===== config.mk =====
export PLATFORM = sky130hd
export DESIGN_NAME = bios_loader_flat
export DESIGN_NICKNAME = d
export VERILOG_FILES = /design/src/rtl/bios_loader_if.sv /design/src/rtl/bios_loader.sv /design/src/flat_wrapper.sv
export SDC_FILE = /design/constraint.sdc
export NUM_CORES = 1
export LEC_CHECK = 0
export ABC_AREA = 0
export CAP_MARGIN = 20
export CORE_UTILIZATION = 28
export DETAILED_ROUTE_END_ITERATION = 12
export GPL_ROUTABILITY_DRIVEN = 0
export PLACE_DENSITY = 0.59
export SYNTH_ARGS = -nofsm -noshare
export SYNTH_HDL_FRONTEND = slang
export SYNTH_SLANG_ARGS = --single-unit

===== constraint.sdc =====
create_clock -name clk -period 2.6 [get_ports clk]
set_input_delay 0.39 -clock clk [delete_from_list [all_inputs] [get_ports clk]]
set_output_delay 0.39 -clock clk [all_outputs]
set_load 0.05 [all_outputs]

===== src/rtl/bios_loader_if.sv =====
`default_nettype none
// ============================================================================
// Module : bios_loader_if
// Brief  : HD/POST instruction sources, fetch output and page-table ports of bios_loader.
// Rev    : 1.0
// ============================================================================
interface bios_loader_if #(
    parameter int ADDR_W = 16,
    parameter int DEPTH  = 8
);
    localparam int IDX_W = (DEPTH > 1) ? $clog2(DEPTH) : 1;
    localparam int CNT_W = $clog2(DEPTH + 1);

    logic [5:0]        opcode;
    logic              step;
    logic [31:0]       post_instr;
    logic [31:0]       bios_instr;
    logic              bios_active;
    logic [ADDR_W-1:0] pc_hd;
    logic              page_wr;
    logic [IDX_W-1:0]  page_idx;
    logic [ADDR_W-1:0] page_start;
    logic [ADDR_W-1:0] page_end;
    logic [CNT_W-1:0]  file_count;
    logic              overflow;
    logic              scan_err;
    logic [IDX_W-1:0]  lookup_idx;
    logic [ADDR_W-1:0] lookup_start;
    logic [ADDR_W-1:0] lookup_end;
    logic              lookup_hit;

    modport master (
        output opcode, step, post_instr, lookup_idx,
        input  bios_instr, bios_active, pc_hd, page_wr, page_idx, page_start,
               page_end, file_count, overflow, scan_err, lookup_start,
               lookup_end, lookup_hit
    );

    modport slave (
        input  opcode, step, post_instr, lookup_idx,
        output bios_instr, bios_active, pc_hd, page_wr, page_idx, page_start,
               page_end, file_count, overflow, scan_err, lookup_start,
               lookup_end, lookup_hit
    );
endinterface
`default_nettype wire


===== src/rtl/bios_loader.sv =====
`default_nettype none
// ============================================================================
// Module : bios_loader
// Brief  : Scans the HD image for file regions into a page table, then feeds POST
//          code to the core until HALT. Table storage built only with BIOS_LOOKUP_EN.
// Rev    : 1.0
// ============================================================================
module bios_loader #(
    parameter int ADDR_W = 16,
    parameter int DEPTH  = 8
) (
    input  wire logic      clk,
    input  wire logic      reset,
    bios_loader_if.slave   bus
);
    localparam int IDX_W = (DEPTH > 1) ? $clog2(DEPTH) : 1;
    localparam int CNT_W = $clog2(DEPTH + 1);

    localparam logic [5:0]  c_BEGIN_FILE = 6'b010101;
    localparam logic [5:0]  c_END_FILE   = 6'b010110;
    localparam logic [5:0]  c_HD_HEAD    = 6'b010111;
    localparam logic [5:0]  c_HD_END     = 6'b011000;
    localparam logic [5:0]  c_HALT       = 6'b011001;
    localparam logic [31:0] c_JUMP0      = 32'h1400_0000;

    typedef enum logic [2:0] {
        S_IDLE    = 3'd0,
        S_SCAN    = 3'd1,
        S_IN_FILE = 3'd2,
        S_POST    = 3'd3,
        S_DONE    = 3'd4
    } state_t;

    state_t            state_q;
    logic [ADDR_W-1:0] pc_hd_q, pc_hd_d;
    logic [ADDR_W-1:0] start_q;
    logic [CNT_W-1:0]  file_count_q;
    logic              page_wr_q;
    logic [IDX_W-1:0]  page_idx_q;
    logic [ADDR_W-1:0] page_start_q, page_end_q;
    logic              overflow_q, scan_err_q, bios_active_q;

    logic w_pc_wrap, w_table_full, w_halt, w_scanning;

    assign pc_hd_d      = pc_hd_q + ADDR_W'(1);
    assign w_pc_wrap    = &pc_hd_q;
    assign w_table_full = (file_count_q == CNT_W'(DEPTH));
    assign w_halt       = (bus.post_instr[31:26] == c_HALT);
    assign w_scanning   = (state_q == S_SCAN) || (state_q == S_IN_FILE);

    always_ff @(posedge clk or negedge reset) begin
        if (!reset) begin
            state_q       <= S_IDLE;
            pc_hd_q       <= '0;
            start_q       <= '0;
            file_count_q  <= '0;
            page_wr_q     <= 1'b0;
            page_idx_q    <= '0;
            page_start_q  <= '0;
            page_end_q    <= '0;
            overflow_q    <= 1'b0;
            scan_err_q    <= 1'b0;
            bios_active_q <= 1'b1;
        end else begin
            page_wr_q <= 1'b0;
            if (bus.step && w_scanning) begin
                pc_hd_q <= pc_hd_d;
                if (w_pc_wrap) overflow_q <= 1'b1;
            end
            case (state_q)
                S_IDLE: begin
                    if (bus.step && bus.opcode == c_HD_HEAD) state_q <= S_SCAN;
                end
                S_SCAN: begin
                    if (bus.step) begin
                        case (bus.opcode)
                            c_BEGIN_FILE: begin
                                start_q <= pc_hd_q;
                                state_q <= S_IN_FILE;
                            end
                            c_END_FILE: scan_err_q <= 1'b1;
                            c_HD_END:   state_q    <= S_POST;
                            default:    ;
                        endcase
                    end
                end
                S_IN_FILE: begin
                    if (bus.step) begin
                        case (bus.opcode)
                            c_END_FILE: begin
                                // A full table drops the file but the scan carries on.
                                if (w_table_full) begin
                                    overflow_q <= 1'b1;
                                end else begin
                                    page_wr_q    <= 1'b1;
                                    page_idx_q   <= file_count_q[IDX_W-1:0];
                                    page_start_q <= start_q;
                                    page_end_q   <= pc_hd_q;
                                    file_count_q <= file_count_q + CNT_W'(1);
                                end
                                state_q <= S_SCAN;
                            end
                            c_BEGIN_FILE: begin
                                start_q    <= pc_hd_q;
                                scan_err_q <= 1'b1;
                            end
                            c_HD_END: begin
                                scan_err_q <= 1'b1;
                                state_q    <= S_POST;
                            end
                            default: ;
                        endcase
                    end
                end
                S_POST: begin
                    if (w_halt) begin
                        state_q       <= S_DONE;
                        bios_active_q <= 1'b0;
                    end
                end
                S_DONE:  ;
                default: state_q <= S_IDLE;
            endcase
        end
    end

    assign bus.bios_instr  = (state_q == S_POST && !w_halt) ? bus.post_instr : c_JUMP0;
    assign bus.bios_active = bios_active_q;
    assign bus.pc_hd       = pc_hd_q;
    assign bus.page_wr     = page_wr_q;
    assign bus.page_idx    = page_idx_q;
    assign bus.page_start  = page_start_q;
    assign bus.page_end    = page_end_q;
    assign bus.file_count  = file_count_q;
    assign bus.overflow    = overflow_q;
    assign bus.scan_err    = scan_err_q;

`ifdef BIOS_LOOKUP_EN
    logic [ADDR_W-1:0] tab_start_q [DEPTH];
    logic [ADDR_W-1:0] tab_end_q   [DEPTH];
    logic              w_tab_we;
    logic              w_lookup_hit;

    assign w_tab_we = (state_q == S_IN_FILE) && bus.step &&
                      (bus.opcode == c_END_FILE) && !w_table_full;

    // Storage carries no reset; file_count alone marks which entries are valid.
    always_ff @(posedge clk) begin
        if (w_tab_we) begin
            tab_start_q[file_count_q[IDX_W-1:0]] <= start_q;
            tab_end_q[file_count_q[IDX_W-1:0]]   <= pc_hd_q;
        end
    end

    assign w_lookup_hit     = (CNT_W'(bus.lookup_idx) < file_count_q);
    assign bus.lookup_hit   = w_lookup_hit;
    assign bus.lookup_start = w_lookup_hit ? tab_start_q[bus.lookup_idx] : '0;
    assign bus.lookup_end   = w_lookup_hit ? tab_end_q[bus.lookup_idx]   : '0;
`else
    logic w_unused_lookup;
    assign w_unused_lookup  = ^bus.lookup_idx;
    assign bus.lookup_hit   = 1'b0;
    assign bus.lookup_start = '0;
    assign bus.lookup_end   = '0;
`endif
endmodule
`default_nettype wire

===== src/flat_wrapper.sv =====
// flat-port wrapper written by rule: the top's interface ports become plain ports
module bios_loader_flat 
#(
    parameter int ADDR_W = 16,
    parameter int DEPTH  = 8
)
  (clk, reset, bus_opcode, bus_step, bus_post_instr, bus_lookup_idx, bus_bios_instr, bus_bios_active, bus_pc_hd, bus_page_wr, bus_page_idx, bus_page_start, bus_page_end, bus_file_count, bus_overflow, bus_scan_err, bus_lookup_start, bus_lookup_end, bus_lookup_hit);
  bios_loader_if #(.ADDR_W(ADDR_W), .DEPTH(DEPTH)) bus_i ();
  input  wire logic clk;
  input  wire logic reset;
  input wire logic [$bits(bus_i.opcode)-1:0] bus_opcode;
  input wire logic [$bits(bus_i.step)-1:0] bus_step;
  input wire logic [$bits(bus_i.post_instr)-1:0] bus_post_instr;
  input wire logic [$bits(bus_i.lookup_idx)-1:0] bus_lookup_idx;
  output wire logic [$bits(bus_i.bios_instr)-1:0] bus_bios_instr;
  output wire logic [$bits(bus_i.bios_active)-1:0] bus_bios_active;
  output wire logic [$bits(bus_i.pc_hd)-1:0] bus_pc_hd;
  output wire logic [$bits(bus_i.page_wr)-1:0] bus_page_wr;
  output wire logic [$bits(bus_i.page_idx)-1:0] bus_page_idx;
  output wire logic [$bits(bus_i.page_start)-1:0] bus_page_start;
  output wire logic [$bits(bus_i.page_end)-1:0] bus_page_end;
  output wire logic [$bits(bus_i.file_count)-1:0] bus_file_count;
  output wire logic [$bits(bus_i.overflow)-1:0] bus_overflow;
  output wire logic [$bits(bus_i.scan_err)-1:0] bus_scan_err;
  output wire logic [$bits(bus_i.lookup_start)-1:0] bus_lookup_start;
  output wire logic [$bits(bus_i.lookup_end)-1:0] bus_lookup_end;
  output wire logic [$bits(bus_i.lookup_hit)-1:0] bus_lookup_hit;
  assign bus_i.opcode = bus_opcode;
  assign bus_i.step = bus_step;
  assign bus_i.post_instr = bus_post_instr;
  assign bus_i.lookup_idx = bus_lookup_idx;
  assign bus_bios_instr = bus_i.bios_instr;
  assign bus_bios_active = bus_i.bios_active;
  assign bus_pc_hd = bus_i.pc_hd;
  assign bus_page_wr = bus_i.page_wr;
  assign bus_page_idx = bus_i.page_idx;
  assign bus_page_start = bus_i.page_start;
  assign bus_page_end = bus_i.page_end;
  assign bus_file_count = bus_i.file_count;
  assign bus_overflow = bus_i.overflow;
  assign bus_scan_err = bus_i.scan_err;
  assign bus_lookup_start = bus_i.lookup_start;
  assign bus_lookup_end = bus_i.lookup_end;
  assign bus_lookup_hit = bus_i.lookup_hit;
  bios_loader #(.ADDR_W(ADDR_W), .DEPTH(DEPTH)) u_core (.clk(clk), .reset(reset), .bus(bus_i));
endmodule

==> flow_metrics.tcl <==
set metrics [dict create \
    status "finished, final reports clean" \
    worstPathCellList "nand3b_1 -> buf_4 -> nor2_1 -> clkdlybuf4s50_1" \
    post-route-util_pct 44.0 \
    grt_start_max_net_pins 79 \
    avgSynthCellArea_um2 12.5 \
    syn_area_um2 3880 \
    cp-start-kind "flip-flop" \
    pre_cts_ws_ns 0.0701 \
    critPathSlowestCell "clkdlybuf4s50_1" \
    synth_top_area_share_pct 49.7 \
    timing.final.crit_share_pct 95.6 \
    grt.total_usage_pct 13.2 \
    finalSetupViolCount 0 \
    cap_violations 0 \
    ys_types 45 \
    drc 0 \
    worstSetupPathType "flip-flop to output port" \
    fmax_ghz 0.402 \
    initial_core_util_pct 29.0 \
    cts_max_level 3 \
    row_count 42 \
    clock_skew_ns 0.00875 \
    cts_buffer_depth 2 \
    yosysWarnings 0 \
    die_h_um 120 \
    fin_ws_ns 0.113 \
    required_ns 2.21 \
    worst_pin_slew_ns 0.602 \
    root_buffer "clkbuf_16" \
    crit_buf_inv 2 \
    power_density_nw_per_um2 869 \
    synth_ff_type "dfrtp_1" \
    insertion_delay_ns 0.33 \
    rsz0062_at_grt "false" \
    antenna_cells 0 \
    drtAntennaViolNets 0 \
    ir_drop_v 0.000518 \
    wl_per_cell_um 14.2 \
    layout-drive-gt1-share_pct 25.1 \
    initialDrtViolationCount 143 \
    leakage_nw 2.75 \
    grt_pass1_vias 2810 \
    dr_total_vias 2747 \
    cts_tree "built" \
    drv_slew 0 \
    cts_setup_buffers 0 \
    cp.arrival_ns 2.10 \
    hold_viol_final 0 \
    coreArea_um2 13300 \
    dr.pass1.iters 4 \
    io_buffers 131 \
    layout_commonest_cell "clkdlybuf4s50_1" \
    antenna_found_initial 0 \
    async_flop_share_pct 100 \
    die_area_um2 14300 \
    cp_max_fo 7 \
    period_needed_ns 2.49 \
    dp_hpwl_um 6810 \
    overflow 0 \
    viasPerCell 4.33 \
    clock-sinks 78 \
    worst_setup_path_end_kind "output port" \
    die_w_um 120 \
    seq_area_frac_synth_pct 50.4 \
    io_pins 168 \
    synth_largest_area_cell "dfrtp_1" \
    setup_tns_ns 0 \
    grt_pass1_wl_um 14600 \
    max_slew_margin_pct 59.8 \
    netlist_instances 310 \
    cts_buffers 9 \
    slowest_delay_ns 0.82 \
    synth_area_leaders "dfrtp_1 (50%), mux2_4 (12%), buf_4 (6.4%)" \
    syn2layout_area_growth_pct 51.4 \
    synth-edff-count 0 \
    ys_seq_elements 78 \
    hold_path_class "primary input to asynchronous set/reset pin" \
    critical_path.top_delay_family "buffers and inverters" \
    drt-total-wl_um 9010 \
    finalNetCount 503 \
    cts.reportedPaths.clkPinSlew_ns 0.06 \
    final_cell_mix "clkdlybuf4s50_1 (99), dfrtp_1 (77), conb_1 (33), and2_1 (31), mux2_4 (31)" \
]
==> kinds of logic (layout without fill, tap and decap cells) <==
| group | count (synthesis) | in the layout | synth area share [%] |
|---|---|---|---|
| AO/OA/AOI/OAI | 16 | 16 | 2.81 |
| XOR/XNOR | 19 | 19 | 4.29 |
| adder cells (fa/ha/maj) | 3 | 3 | 0.968 |
| buffers and inverters | 52 | 169 | 10.2 |
| flip-flops | 78 | 78 | 50.4 |
| multiplexers | 50 | 50 | 17.5 |
| other | 1 | 33 | 0.0967 |
| AND/OR/NAND/NOR | 91 | 91 | 13.8 |
==> cells in the mapped netlist, drive strengths merged (2+ instances only) <==
master and count:
nand2 9, mux2 50, ha 3, nand4 4
clkbuf 2, nand3b 3, nor3 3, nor2b 2
o21ai 5, a31oi 2, and2 31, inv 8
dfrtp 77, and4 2, buf 42, nor4 3
o21bai 2, xor2 5, nand2b 4, nand3 7
xnor2 14, and3 2, nor2 11, or2 3
==> worst register-to-register path: cells and delay by family, from the launching register on <==
kind | cells | cell delay (ns)
mux | 1 | 0.37
buf+inv | 2 | 0.31
flops | 1 | 0.42
fa+ha+maj | 1 | 0.19
simple gates | 2 | 0.91
==> final timing paths <==
| path | slack, ns | cells past startpoint | startpoint | to |
|---|---|---|---|---|
| max | 0.11 | 4 | u_core.state_q[2]$_DFFE_PN0P_ | bus_bios_instr[27] |
| min | 0.43 | 2 | reset | u_core.bus.file_count[3]$_DFFE_PN0P_ |
| max reg2reg | 0.29 | 6 | u_core.bus.file_count[1]$_DFFE_PN0P_ | u_core.bus.page_start[14]$_DFFE_PN0P_ |
| min reg2reg | 0.48 | 2 | u_core.bus.page_idx[0]$_DFFE_PN0P_ | u_core.bus.page_idx[0]$_DFFE_PN0P_ |
| max in group asynchronous | 1.60 | 3 | reset | u_core.bus.bios_active$_DFFE_PN1P_ |
| min in group clk | 0.48 | 2 | u_core.bus.page_idx[0]$_DFFE_PN0P_ | u_core.bus.page_idx[0]$_DFFE_PN0P_ |
==> report_power, final <==
part	switching (mW)	total [mW]	internal, mW
combinational	1.47	2.51	1.03
clock	0.442	1.10	0.662
sequential	0.155	1.49	1.34
total	2.07	5.10	3.03
==> metal layers <==
layer	up-vias	share of wire (%)	GRT usage (%)
met2	143	47	21.2
met3	6	9.5	5.13
li1	1276	-	-
met5	-	0	0
met4	0	0.77	3.98
met1	1322	43	16.3
==> flip-flops by register name, summed over array words and instances, names as in the netlist <==
register                count
u_core.bus.page_end        16
u_core.bus.page_start      16
u_core.bus.pc_hd           16
u_core.start_q             16
u_core.bus.file_count       4
u_core.bus.page_idx         3
u_core.state_q              3
u_core.bus.bios_active      1
u_core.bus.overflow         1
u_core.bus.page_wr          1
u_core.bus.scan_err         1
==> final cells by class <==
cell class                      instances  area [um2]
Clock buffer                           13         250
Multi-Input combinational cell        212        1650
Clock inverter                          1        7.51
Timing Repair Buffer                  147        1750
Sequential cell                        78        1950
Fill cell                            1258        7480
Tap cell                              176         220
Inverter                                8        30.0
==> per-stage QoR <==
| step | hold slack [ns] | power, mW | instances | cell area, um2 |
|---|---|---|---|---|
| 2_1_floorplan | 0.0944 | 2.93 | 342 | 4000 |
| 3_3_place_gp | 0.468 | 4.00 | 618 | 5560 |
| 3_5_place_dp | 0.480 | 4.03 | 619 | 5570 |
| 6_report | 0.426 | 5.10 | 635 | 5870 |
| 5_1_grt | 0.433 | 5.36 | 635 | 5870 |
| 4_1_cts | 0.269 | 5.16 | 633 | 5830 |
==> what timing repair did <==
item,CTS,global route
endpoints found under the hold margin,0,6
gates resized for setup,0,2
hold buffers,0,1
setup endpoints to repair,0,22
No activity file was read; power rests on OpenSTA's default activity.
